## src/rtl/tl_phase_scheduler.sv

```systemverilog
// -----------------------------------------------------------------------------
// tl_phase_scheduler
//
// Request-driven phase sequencer for a three-way light set:
//   J = main road, P = pedestrian crossing, C = cross road.
// J is held green by default. Pedestrian and cross-road requests are latched.
// Only the phases that have been requested are served, and each green phase is
// followed by a timed clearance (yellow) interval. All timing comes from a
// one-second tick, which is prescaled from clk.
//
// Optional feature (compile-time macro TL_ALLRED_EN):
//   When the macro is defined, every clearance interval is followed by an
//   all-red interval lasting AR seconds. During all-red, J = P = C = 0 and
//   yel = 0. The sequencer then continues to the destination phase that was
//   chosen when the clearance interval ended.
//   When the macro is undefined, a clearance goes straight to the next green.
//
// Ports:
//   clk     in   system clock
//   rst     in   synchronous, active-low reset
//   req_p   in   pedestrian button (level or single-cycle pulse)
//   req_c   in   cross-road vehicle sensor (level or single-cycle pulse)
//   N       in   manual advance, single-cycle pulse
//   J       out  main-road enable (J green and J clearance)
//   P       out  pedestrian enable (P green and P clearance)
//   C       out  cross-road enable (C green and C clearance)
//   yel     out  high in any clearance state
//   sec     out  whole seconds elapsed in the current state
//   busy_p  out  pedestrian request pending
//   busy_c  out  cross-road request pending
// -----------------------------------------------------------------------------
module tl_phase_scheduler #(
    parameter int UCY   = 1000,
    parameter int J_MIN = 10,
    parameter int P_GO  = 7,
    parameter int C_GO  = 16,
    parameter int CLR   = 3,
`ifdef TL_ALLRED_EN
    parameter int AR    = 1,
`endif
    parameter int CW    = 12
) (
    input  logic          clk,
    input  logic          rst,
    input  logic          req_p,
    input  logic          req_c,
    input  logic          N,
    output logic          J,
    output logic          P,
    output logic          C,
    output logic          yel,
    output logic [CW-1:0] sec,
    output logic          busy_p,
    output logic          busy_c
);

    typedef enum logic [2:0] {
        S_J_GO  = 3'd0,
        S_J_CLR = 3'd1,
        S_P_GO  = 3'd2,
        S_P_CLR = 3'd3,
        S_C_GO  = 3'd4,
        S_C_CLR = 3'd5
`ifdef TL_ALLRED_EN
        , S_AR  = 3'd6
`endif
    } state_t;

    // Each "last second" value is the sec count on which the final tick of a
    // timed state lands. This makes every timed state last exactly dur*UCY
    // clocks.
    localparam logic [CW-1:0] UCY_LAST = CW'(UCY - 1);
    localparam logic [CW-1:0] J_MIN_W  = CW'(J_MIN);
    localparam logic [CW-1:0] J_LAST   = CW'(J_MIN - 1);
    localparam logic [CW-1:0] P_LAST   = CW'(P_GO - 1);
    localparam logic [CW-1:0] C_LAST   = CW'(C_GO - 1);
    localparam logic [CW-1:0] CLR_LAST = CW'(CLR - 1);
`ifdef TL_ALLRED_EN
    localparam logic [CW-1:0] AR_LAST  = CW'(AR - 1);
`endif
    localparam logic [CW-1:0] SEC_MAX  = {CW{1'b1}};
    localparam logic [CW-1:0] CNT_ONE  = {{(CW-1){1'b0}}, 1'b1};

    state_t        state_r;
    state_t        state_s;
    state_t        clr_dest_s;
`ifdef TL_ALLRED_EN
    state_t        ar_dest_r;
    state_t        ar_dest_s;
`endif
    logic [CW-1:0] presc_r;
    logic [CW-1:0] sec_r;
    logic          tick_s;
    logic          clr_done_s;
    logic          sec_inc_s;
    logic          busy_p_r;
    logic          busy_c_r;
    logic          busy_p_s;
    logic          busy_c_s;
    logic          j_r;
    logic          p_r;
    logic          c_r;
    logic          yel_r;

    // Lamp pattern {J, P, C, yel} for a state. Unknown encodings fall back to
    // the J pattern, because the next-state logic recovers to J_GO.
    function automatic logic [3:0] lamp_of(input state_t s);
        logic [3:0] l;
        case (s)
            S_J_GO:  l = 4'b1000;
            S_J_CLR: l = 4'b1001;
            S_P_GO:  l = 4'b0100;
            S_P_CLR: l = 4'b0101;
            S_C_GO:  l = 4'b0010;
            S_C_CLR: l = 4'b0011;
`ifdef TL_ALLRED_EN
            S_AR:    l = 4'b0000;
`endif
            default: l = 4'b1000;
        endcase
        return l;
    endfunction

    assign tick_s     = (presc_r == UCY_LAST);
    assign clr_done_s = tick_s && (sec_r == CLR_LAST);

    assign J      = j_r;
    assign P      = p_r;
    assign C      = c_r;
    assign yel    = yel_r;
    assign sec    = sec_r;
    assign busy_p = busy_p_r;
    assign busy_c = busy_c_r;

    // Pick the phase that follows the current clearance interval.
    always_comb begin
        case (state_r)
            S_J_CLR: clr_dest_s = busy_p_r ? S_P_GO : S_C_GO;
            S_P_CLR: clr_dest_s = busy_c_r ? S_C_GO : S_J_GO;
            default: clr_dest_s = S_J_GO;
        endcase
    end

    // Next-state logic. N (manual advance) takes priority over timed exits.
    always_comb begin
        state_s = state_r;
`ifdef TL_ALLRED_EN
        ar_dest_s = ar_dest_r;
`endif
        case (state_r)
            S_J_GO: begin
                // Leave J_GO only when a request is pending. If the request
                // was already pending, the exit falls on the tick that
                // completes J_MIN. Otherwise the exit happens one clock after
                // the request latch is set.
                if ((busy_p_r || busy_c_r) &&
                    ((sec_r >= J_MIN_W) || (tick_s && (sec_r == J_LAST)))) begin
                    state_s = S_J_CLR;
                end else begin
                    state_s = S_J_GO;
                end
            end
            S_P_GO: begin
                if (N || (tick_s && (sec_r == P_LAST))) begin
                    state_s = S_P_CLR;
                end else begin
                    state_s = S_P_GO;
                end
            end
            S_C_GO: begin
                if (N || (tick_s && (sec_r == C_LAST))) begin
                    state_s = S_C_CLR;
                end else begin
                    state_s = S_C_GO;
                end
            end
            S_J_CLR, S_P_CLR, S_C_CLR: begin
                if (clr_done_s) begin
`ifdef TL_ALLRED_EN
                    state_s   = S_AR;
                    ar_dest_s = clr_dest_s;
`else
                    state_s   = clr_dest_s;
`endif
                end else begin
                    state_s = state_r;
                end
            end
`ifdef TL_ALLRED_EN
            S_AR: begin
                if (tick_s && (sec_r == AR_LAST)) begin
                    state_s = ar_dest_r;
                end else begin
                    state_s = S_AR;
                end
            end
`endif
            default: state_s = S_J_GO;
        endcase
    end

    // Request latches. Entering a green phase clears that phase's latch, and
    // this clear overrides a set arriving on the same edge. A request for the
    // phase that is currently being served is ignored.
    always_comb begin
        busy_p_s = busy_p_r;
        busy_c_s = busy_c_r;
        if (req_p && (state_r != S_P_GO) && (state_r != S_P_CLR)) begin
            busy_p_s = 1'b1;
        end else begin
            busy_p_s = busy_p_r;
        end
        if ((req_c && (state_r != S_C_GO) && (state_r != S_C_CLR)) ||
            (N && (state_r == S_J_GO))) begin
            busy_c_s = 1'b1;
        end else begin
            busy_c_s = busy_c_c_hold();
        end
        if ((state_s == S_P_GO) && (state_r != S_P_GO)) begin
            busy_p_s = 1'b0;
        end else begin
            busy_p_s = busy_p_s;
        end
        if ((state_s == S_C_GO) && (state_r != S_C_GO)) begin
            busy_c_s = 1'b0;
        end else begin
            busy_c_s = busy_c_s;
        end
    end

    // Current value of the cross-road latch, used when nothing sets it.
    function automatic logic busy_c_c_hold();
        return busy_c_r;
    endfunction

    // The seconds counter stops at J_MIN while in J_GO, and saturates at its
    // maximum value everywhere else.
    always_comb begin
        if (tick_s && (sec_r != SEC_MAX) &&
            !((state_r == S_J_GO) && (sec_r >= J_MIN_W))) begin
            sec_inc_s = 1'b1;
        end else begin
            sec_inc_s = 1'b0;
        end
    end

    // State, timing counters, request latches and registered lamp outputs.
    always_ff @(posedge clk) begin
        if (!rst) begin
            state_r  <= S_J_GO;
`ifdef TL_ALLRED_EN
            ar_dest_r <= S_J_GO;
`endif
            presc_r  <= '0;
            sec_r    <= '0;
            busy_p_r <= 1'b0;
            busy_c_r <= 1'b0;
            j_r      <= 1'b1;
            p_r      <= 1'b0;
            c_r      <= 1'b0;
            yel_r    <= 1'b0;
        end else begin
            state_r  <= state_s;
`ifdef TL_ALLRED_EN
            ar_dest_r <= ar_dest_s;
`endif
            busy_p_r <= busy_p_s;
            busy_c_r <= busy_c_s;
            {j_r, p_r, c_r, yel_r} <= lamp_of(state_s);
            if (state_s != state_r) begin
                // Every state starts from a fresh second boundary.
                presc_r <= '0;
                sec_r   <= '0;
            end else begin
                if (tick_s) begin
                    presc_r <= '0;
                end else begin
                    presc_r <= presc_r + CNT_ONE;
                end
                if (sec_inc_s) begin
                    sec_r <= sec_r + CNT_ONE;
                end else begin
                    sec_r <= sec_r;
                end
            end
        end
    end

endmodule

```

## config.mk

```make
export PLATFORM = sky130hd
export DESIGN_NAME = tl_phase_scheduler
export DESIGN_NICKNAME = d
export VERILOG_FILES = /design/src/rtl/tl_phase_scheduler.sv
export SDC_FILE = /design/constraint.sdc
export NUM_CORES = 1
export LEC_CHECK = 0
export ABC_AREA = 1
export CAP_MARGIN = 20
export CORE_MARGIN = 2
export CORE_UTILIZATION = 56
export CTS_CLUSTER_DIAMETER = 100
export DETAILED_ROUTE_END_ITERATION = 8
export PLACE_DENSITY = 0.8
export SYNTH_ARGS = -nofsm -noshare
export SYNTH_HDL_FRONTEND = slang
export SYNTH_SLANG_ARGS = --single-unit
```

## constraint.sdc

```tcl
create_clock -name clk -period 2.1 [get_ports clk]
set_input_delay 0.21 -clock clk [delete_from_list [all_inputs] [get_ports clk]]
set_output_delay 0.21 -clock clk [all_outputs]
set_load 0.005 [all_outputs]
```

**Yosys cells after proc, flatten, opt, wreduce, memory -nomap -nowiden**

Index checks and enable logic that the tools add are counted.

- Register bits: 33
- Output and inout bits: 18
- Bits of input ports: 5
- Word-level logic and storage cells: 71

- Equality and inequality tests: 21
- Bitwise logic cells: 1
- Mux-type cells: 10
- Add/subtract/negate cells: 2
- Reduce and logical (&&, ||, !) cells: 27
- Magnitude comparators: 1

Operator list:

| cell | number |
|---|---|
| adder 12 x 1 -> 12 bit, second input constant | 2 |
| equality test 12 x 4 -> 1 bit, second input constant | 2 |
| one-hot mux 4 bit (5 select lines) | 1 |
| logical AND 1 bit | 15 |
| equality test 12 x 10 -> 1 bit, second input constant | 1 |
| equality test 12 x 2 -> 1 bit, second input constant | 1 |
| equality test 12 x 3 -> 1 bit, second input constant | 1 |
| equality test 3 x 2 -> 1 bit, second input constant | 4 |
| equality test 3 bit, second input constant | 4 |
| >= comparator 12 x 4 -> 1 bit, second input constant | 1 |
| != test 12 bit, second input constant | 1 |
| one-hot mux 3 bit (4 select lines) | 1 |
| 2-to-1 mux 3 bit | 3 |
| equality test 3 x 1 -> 1 bit, second input constant | 2 |
| != test 3 x 2 -> 1 bit, second input constant | 2 |
| != test 3 bit, second input constant | 2 |
| one-hot mux 3 bit (2 select lines) | 1 |
| OR reduction 2 bit | 3 |
| OR reduction 3 bit | 2 |
| logical OR 1 bit | 5 |
| 2-to-1 mux 1 bit | 4 |
| zero test 3 bit | 1 |
| != test 3 bit | 1 |
| zero test 1 bit | 1 |
| inverter 1 bit | 1 |

**Longest topological paths before layout**

Gate-level depths: netlist of run 1.

- Depth in word-level cells: 9
- Gate-level depth with buffers: 15

**Least setup slack after synthesis of run 1**

No wires, ideal clock.

- Path kind: register to register
- From: reg sec_r[0] (netlist: sec[0])
- To: reg j_r (netlist: J)
- Period minus slack after synthesis: 1.798 ns
- Arrival: 1.683 ns
- Setup slack: 0.302 ns
- Stages on the path, launching flop included: 13
- Data required time: 1.985 ns
- Library setup time: 0.115 ns
- Cell sequence: dfxtp_1 -> inv_1 -> ha_1 -> nand3_1 -> inv_1 -> nand3_1 -> o21ai_0 -> nand3_1 -> nand2_1 -> inv_1 -> ha_1 -> nor2_1 -> nand2_1

- Elaborated cells between the ends (all ways): 24

RTL lines:

| what | RTL line | text |
|---|---|---|
| start, declared | 92 | `logic [CW-1:0] sec_r;` |
| start signal, assigned | 281 | `sec_r <= sec_r + CNT_ONE;` |
| start signal, assigned | 283 | `sec_r <= sec_r;` |
| equality test 12 x 2 -> 1 bit * | 125 | `assign clr_done_s = tick_s && (sec_r == CLR_LAST);` |
| logical AND 1 bit * | 125 |  |
| 2-to-1 mux 3 bit * | 178 | `if (clr_done_s) begin` |
| one-hot mux 3 bit (4 select lines) * | 150 | `case (state_r)` |
| named net state_s[1] | 85 | `state_t state_s;` |
| equality test 3 bit (tied with other cells) | 109 | `case (s)` |
| one-hot mux 4 bit (5 select lines) * | 109 |  |
| end signal, assigned | 269 | `{j_r, p_r, c_r, yel_r} <= lamp_of(state_s);` |
| end, declared | 100 | `logic j_r;` |

The timed path passes the listed nets; every way through them passes the cells marked *.
A chain may end at the register's enable or synchronous reset.

**Final worst setup path of run 1**

- From: reg presc_r[0]
- To: reg j_r (netlist: J)

- Elaborated cells between the ends (all ways): 20

RTL lines:

| what | RTL line | text |
|---|---|---|
| start, declared | 91 | `logic [CW-1:0] presc_r;` |
| start signal, assigned | 278 | `presc_r <= presc_r + CNT_ONE;` |
| equality test 12 x 10 -> 1 bit * | 124 | `assign tick_s = (presc_r == UCY_LAST);` |
| logical AND 1 bit * | 125 |  |
| 2-to-1 mux 3 bit * | 178 |  |
| one-hot mux 3 bit (4 select lines) * | 150 |  |
| named net state_s[2] | 85 |  |
| equality test 3 bit (tied with other cells) | 109 |  |
| one-hot mux 4 bit (5 select lines) * | 109 |  |

Marked as above.

==> results.json, run 1 <==
{
  "status": "finished clean",
  "cts_buffer_depth": 2,
  "grt_max_degree": 13,
  "yosysWarnings": 0,
  "top_usage_layer": "met2",
  "design.die.area_um2": 4090,
  "gr-usage-met2": 0.322,
  "drv_slew": 0,
  "via_per_inst": 4.80,
  "num_vias": 1787,
  "wl_per_cell_um": 10.5,
  "met1_usage": 0.303,
  "cts-root-buf": "clkbuf_4",
  "place_congestion": 0.875,
  "clk_pin_slew_worst_paths_ns": 0.10,
  "io_buffers": 22,
  "tightest_slew_ns": 0.398,
  "setup_viol": 0,
  "cts_tree": "yes",
  "synth-simple-area-share": 0.389,
  "row_count": 21,
  "grt_pass1_wl_mm": 7.00,
  "end_kind": "register",
  "synth_area_um2": 2010,
  "hold_viol_final": 0,
  "synth_nets": 303,
  "clock-sinks": 33,
  "nFillCells": 295,
  "start_kind": "register",
  "grt_overflow": 0,
  "max_slew_margin": 0.732,
  "core_um2": 3390,
  "min_path_type": "reg2reg",
  "swShare": 0.224,
  "fp.dieH_um": 64.0,
  "yosys.area.top_type_share": 0.328,
  "cts-buffers-inserted": 5,
  "die_x_um": 64.0,
  "yosysUniqueCellTypes": 24,
  "multi_input_area_um2": 1120,
  "finalCritPeriodShare": 0.932,
  "critPathMaxFanout": 4,
  "fmax_mhz": 511,
  "start_util": 0.594,
  "synth_xor_area_frac": 0.0870,
  "synth-seq-cells": 33,
  "layout-drive-gt1-share": 0.187,
  "combPwrFrac": 0.047,
  "p_leak_nw": 0.994,
  "p_clk_frac": 0.370,
  "synth.top_cells.by_count": "nand2_1 (70), inv_1 (45), dfxtp_1 (33)",
  "netlist_top_cells_area": "dfxtp_1 (33%), nand2_1 (13%), inv_1 (8.4%)",
  "post-route-min-period_ns": 1.96,
  "dpl.hpwl_mm": 2.94,
  "synth_mux_area_frac": 0,
  "synth_seq_area_share": 0.328,
  "synth_most_common_cell": "nand2_1",
  "synthCells": 292,
  "pwr-share-seq": 0.583,
  "synth_fa_ha_area_frac": 0.0373,
  "finalHoldWorstSlack_ns": 0.426,
  "drc_errors": 0,
  "post_dp_cell_area_um2": 2310,
  "async_flop_share": 0,
  "p_sw_uw": 246,
  "tns_ns": 0,
  "required_ns": 2.33,
  "syn_area_per_cell_um2": 6.89,
  "synth_top_family_by_area": "simple AND/OR/NAND/NOR gates",
  "area_delta_synth_final_pct": 18.7,
  "synth_compound_area_frac": 0.0416,
  "fin_area_um2": 2390,
  "critical_path_class": "reg2reg",
  "fin_skew_ns": 0.00620,
  "peakVddDrop_mv": 0.290,
  "grt_usage": 0.216,
  "io_pins": 23,
  "drv_cap": 0,
  "synth-edff-count": 0,
  "synth_top_area_cell": "dfxtp_1",
  "power.internal_uw": 852,
  "seq_area_um2": 663,
  "grt_pass1_vias": 1594,
  "first_iter_violations": 103,
  "synth_ff_type": "dfxtp_1",
  "diodes": 0,
  "antenna_found_initial": 0,
  "final_nets": 336,
  "cts_setup_buffers": 0,
  "power.density_nw_per_um2": 459,
  "htreeDepth": 2,
  "antenna_left": 0,
  "wirelength_mm": 3.91,
  "dr.pass1.iters": 6,
  "worst_ep_arrival_time_ns": 2.19,
  "met3_usage": 0.0511,
  "rsz0062_at_grt": "no",
  "clk_latency_ns": 0.33
}
==> cells by family (layout without fill, tap and decap cells) <==
family	count (synthesis)	count (layout)
xor gates and xnor gates	20	20
adders and majority gates	6	6
buffers and inverters	54	88
DFF	33	33
AOI/OAI and AO/OA	16	16
and+or+nand+nor	163	163
==> through the flow <==
step	setup WS [ns]	cells	util	power (mW)
floorplan	0.302	292	-	0.687
global placement	0.240	364	0.682	0.705
detailed placement	0.142	364	0.682	0.705
CTS	0.124	372	0.702	1.11
global route	0.00116	372	0.705	1.15
finish	0.142	372	0.705	1.10
==> critical path, stage by stage, from the launching register on <==
cell     delay [ns]
dfxtp_2        0.35
ha_1           0.20
nand2_1        0.12
inv_1          0.08
nand2_1        0.09
nor2_4         0.16
nand2_2        0.08
nand2_2        0.08
nand3_1        0.09
nand2_2        0.10
inv_1          0.07
ha_1           0.29
nor2_1         0.11
nand2_1        0.05
==> final cells by class <==
cell class,count,share of cell area
Tap cell,46,0.0241
Clock inverter,1,0.00209
Sequential cell,33,0.277
Timing Repair Buffer,32,0.125
Multi-Input combinational cell,205,0.469
Clock buffer,7,0.0272
Inverter,48,0.0754
==> state kept, by name, indices dropped and copies added, names as in the netlist <==
signal / flops
C: 1
J: 1
P: 1
busy_c: 1
busy_p: 1
presc_r: 12
sec: 12
state_r: 3
yel: 1
==> path summary, 6_finish.rpt <==
path	start	endpoint	slack (ns)	cells after the start
worst max-delay path	presc_r[0]$_SDFF_PP0_	J$_SDFF_PN1_	0.14	13
worst min-delay path	presc_r[0]$_SDFF_PP0_	presc_r[0]$_SDFF_PP0_	0.43	1
worst max register to register	presc_r[0]$_SDFF_PP0_	J$_SDFF_PN1_	0.14	13
worst min register to register	presc_r[0]$_SDFF_PP0_	presc_r[0]$_SDFF_PP0_	0.43	1
==> power by group through the flow <==
stage	clock network [mW]	registers (mW)	logic [mW]
finish	0.406	0.640	0.0517
floorplan	0	0.653	0.0340
global route	0.445	0.642	0.0580
CTS	0.417	0.639	0.0513
detailed placement	0	0.654	0.0510
global placement	0	0.654	0.0508
==> layer usage <==
metal	share of wire	up-vias	routed length (um)
li1	-	954	-
met1	0.48	794	1890
met2	0.45	35	1770
met3	0.054	4	210
met4	0.0092	0	36
met5	0	-	0
==> layout by cell type, fill, tap and decap left out <==
| master | Yosys | final |
|---|---|---|
| dfxtp_2 | 0 | 2 |
| nor3_1 | 5 | 5 |
| xnor2_1 | 9 | 9 |
| inv_1 | 45 | 45 |
| nand3_2 | 3 | 3 |
| nand2_1 | 70 | 69 |
| nand4_1 | 3 | 3 |
| nor2_2 | 22 | 22 |
| or2_1 | 1 | 1 |
| clkbuf_4 | 0 | 5 |
| nor3_2 | 2 | 2 |
| nor2_4 | 3 | 3 |
| xor2_1 | 11 | 11 |
| nor2_1 | 26 | 26 |
| ha_1 | 6 | 6 |
| clkdlybuf4s50_1 | 0 | 22 |
| clkinv_2 | 0 | 1 |
| dfxtp_1 | 33 | 31 |
| o21ai_1 | 0 | 1 |
| nor4_1 | 1 | 1 |
| inv_2 | 2 | 2 |
| a41oi_1 | 1 | 1 |
| nand2_2 | 8 | 9 |
| nand3_1 | 19 | 19 |
| o21ai_0 | 8 | 7 |
| buf_4 | 0 | 9 |
| a21oi_1 | 7 | 7 |
| clkbuf_8 | 0 | 2 |
| clkinv_1 | 1 | 1 |
| buf_6 | 4 | 1 |
==> what timing repair did <==
action	CTS	global route
hold buffers	0	0
gates resized for setup	0	5
setup endpoints to repair	0	13
(Power assumes the default switching activity.)
==> run 2, diff against run 1 <==
- CTS_CLUSTER_DIAMETER: 100 -> 60
==> results of run 2 <==
Same layout as run 1: the final DEF is identical, and so are final timing and power.
==> run 3, diff against run 2 <==
- ABC_AREA: 1 -> default
- CORE_UTILIZATION: 56 -> 55
- PLACE_DENSITY: 0.8 -> 0.79
==> results.json, run 3 <==
{
  "status": "finished, violations left",
  "violations": "negative setup slack",
  "place_congestion": 0.845,
  "hold_viol_final": 0,
  "area_delta_synth_final_pct": 40.8,
  "grt_pass1_wl_mm": 7.98,
  "yosysUniqueCellTypes": 51,
  "critical_path_class": "reg2reg",
  "end_kind": "register",
  "clk_latency_ns": 0.35,
  "rsz0062_at_grt": "yes",
  "synth.top_cells.by_count": "dfxtp_1 (33), a21oi_1 (19), xnor2_1 (15)",
  "post_dp_cell_area_um2": 2430,
  "path_cells": "or4_4 -> nor3_2 -> nand4b_1 -> mux2i_2 -> ha_1 -> nor2b_1 -> o21ai_1",
  "min_path_type": "reg2reg",
  "num_vias": 1861,
  "synth-edff-count": 0,
  "min_from": "presc_r[11]$_SDFF_PP0_",
  "start_util": 0.571,
  "synth_area_um2": 1910,
  "cts-buffers-inserted": 5,
  "cts-root-buf": "clkbuf_4",
  "fmax_mhz": 453,
  "max_slew_margin": 0.741,
  "peakVddDrop_mv": 0.273,
  "drv_slew": 0,
  "tns_ns": -0.184,
  "required_ns": 2.32,
  "postLayoutSetupSlackWorst_ns": -0.108,
  "drv_cap": 0,
  "cp-startpoint": "sec[9]$_SDFFE_PP0P_",
  "place_inst": 311,
  "clock-sinks": 33,
  "final_cells": 327,
  "grt_pass1_vias": 1711,
  "final_common_cell": "buf_4",
  "synth_most_common_cell": "dfxtp_1",
  "dpl.hpwl_mm": 3.45,
  "via_per_inst": 5.69,
  "cts_buffer_depth": 2,
  "synth-seq-cells": 33,
  "io_buffers": 22,
  "cpPeakStageDelay_ns": 0.57,
  "antenna_found_initial": 0,
  "post-route-min-period_ns": 2.21,
  "row_count": 21,
  "grt_max_degree": 24,
  "finalHoldWorstSlack_ns": 0.555,
  "r2r-start": "sec[9]$_SDFFE_PP0P_",
  "finalCritPeriodShare": 1.05,
  "crit_family": "simple AND/OR/NAND/NOR gates",
  "netlist_top_cells_area": "dfxtp_1 (35%), xnor2_1 (6.9%), a21oi_1 (5.0%)",
  "async_flop_share": 0,
  "io_pins": 23,
  "synthCells": 216,
  "htreeDepth": 2,
  "yosys.area.top_type_share": 0.346,
  "worst_ep_arrival_time_ns": 2.43,
  "fin_area_um2": 2690,
  "power.density_nw_per_um2": 399,
  "diodes": 0,
  "fp.dieH_um": 62.9,
  "cts_tree": "yes",
  "design.die.area_um2": 3950,
  "core_um2": 3340,
  "wirelength_mm": 5.08,
  "clk_pin_slew_worst_paths_ns": 0.11,
  "synth_ff_type": "dfxtp_1",
  "grt_usage": 0.256,
  "ff2ff_setup_slack_ns": -0.11,
  "synth_seq_area_share": 0.346,
  "fin_skew_ns": 0.0123,
  "drc_errors": 0,
  "synth_nets": 227,
  "tightest_slew_ns": 0.383,
  "cts_hold_buf": 0,
  "dr.pass1.iters": 4,
  "yosysWarnings": 0,
  "final_cell_mix": "buf_4 (45), dfxtp_1 (25), clkdlybuf4s50_1 (22)",
  "crit_buf_inv": 0,
  "p_leak_nw": 0.974,
  "critPathMaxFanout": 3,
  "final_nets": 291,
  "slowest_stage": "or4_4",
  "setup_viol": 3,
  "start_kind": "register",
  "antenna_left": 0,
  "synth_top_area_cell": "dfxtp_1",
  "first_iter_violations": 72,
  "wl_per_cell_um": 15.5,
  "die_x_um": 62.9,
  "layout-drive-gt1-share": 0.342,
  "power.total_mw": 1.07,
  "grt_overflow": 0,
  "syn_area_per_cell_um2": 8.83
}
run 3: worst paths after layout:
| check | to | cells after the start |
|---|---|---|
| max | J$_SDFF_PN1_ | 7 |
| min | presc_r[11]$_SDFF_PP0_ | 2 |
| max reg2reg | J$_SDFF_PN1_ | 7 |
| min reg2reg | presc_r[11]$_SDFF_PP0_ | 2 |
run 3: worst register-to-register path, stage by stage, from the launching register on:
cell      delay (ns)
dfxtp_2         0.34
or4_4           0.57
nor3_2          0.21
nand4b_1        0.18
mux2i_2         0.27
ha_1            0.29
nor2b_1         0.12
o21ai_1         0.10
run 3: kinds of logic after synthesis:
logic type | share of synthesized area
xor+xnor | 0.0965
fa+ha+maj | 0.0394
simple gates | 0.272
buf+inv | 0.0656
mux | 0.00525
compound gates | 0.175
flops | 0.346
run 3: repair_timing:
item,CTS,global route
setup buffers,2,6
endpoints found under the setup margin,2,27
resized for setup,5,30
pin swaps,6,14
run 3: final cells by class:
type                       instances  area, um^2
clock inverter                     3        17.5
timing repair buffer              70         609
fill                             223         652
clock buffer                       5        37.5
tap                               46        57.6
sequential                        33         671
multi-input combinational        162        1260
inverter                           8        30.0
run 3: where the power goes:
part	total, mW	internal, mW	switching [mW]
sequential	0.643	0.634	0.00864
clock	0.361	0.126	0.235
combinational	0.0665	0.0382	0.0284
total	1.07	0.798	0.272
run 3: stage by stage:
| step | setup WS (ns) | utilization |
|---|---|---|
| after detailed placement | -0.0735 | 0.729 |
| after global routing | -0.211 | 0.805 |
| final | -0.108 | 0.805 |
| after floorplan | 0.00935 | - |
| after CTS | -0.0410 | 0.753 |
| after global placement | -0.0105 | 0.729 |
run 3: per-layer routing:
layer	up-vias	part of all wire	track usage
li1	924	-	-
met1	888	0.44	0.328
met2	38	0.50	0.431
met3	11	0.046	0.0486
met4	0	0.015	0.0833
met5	-	0	0
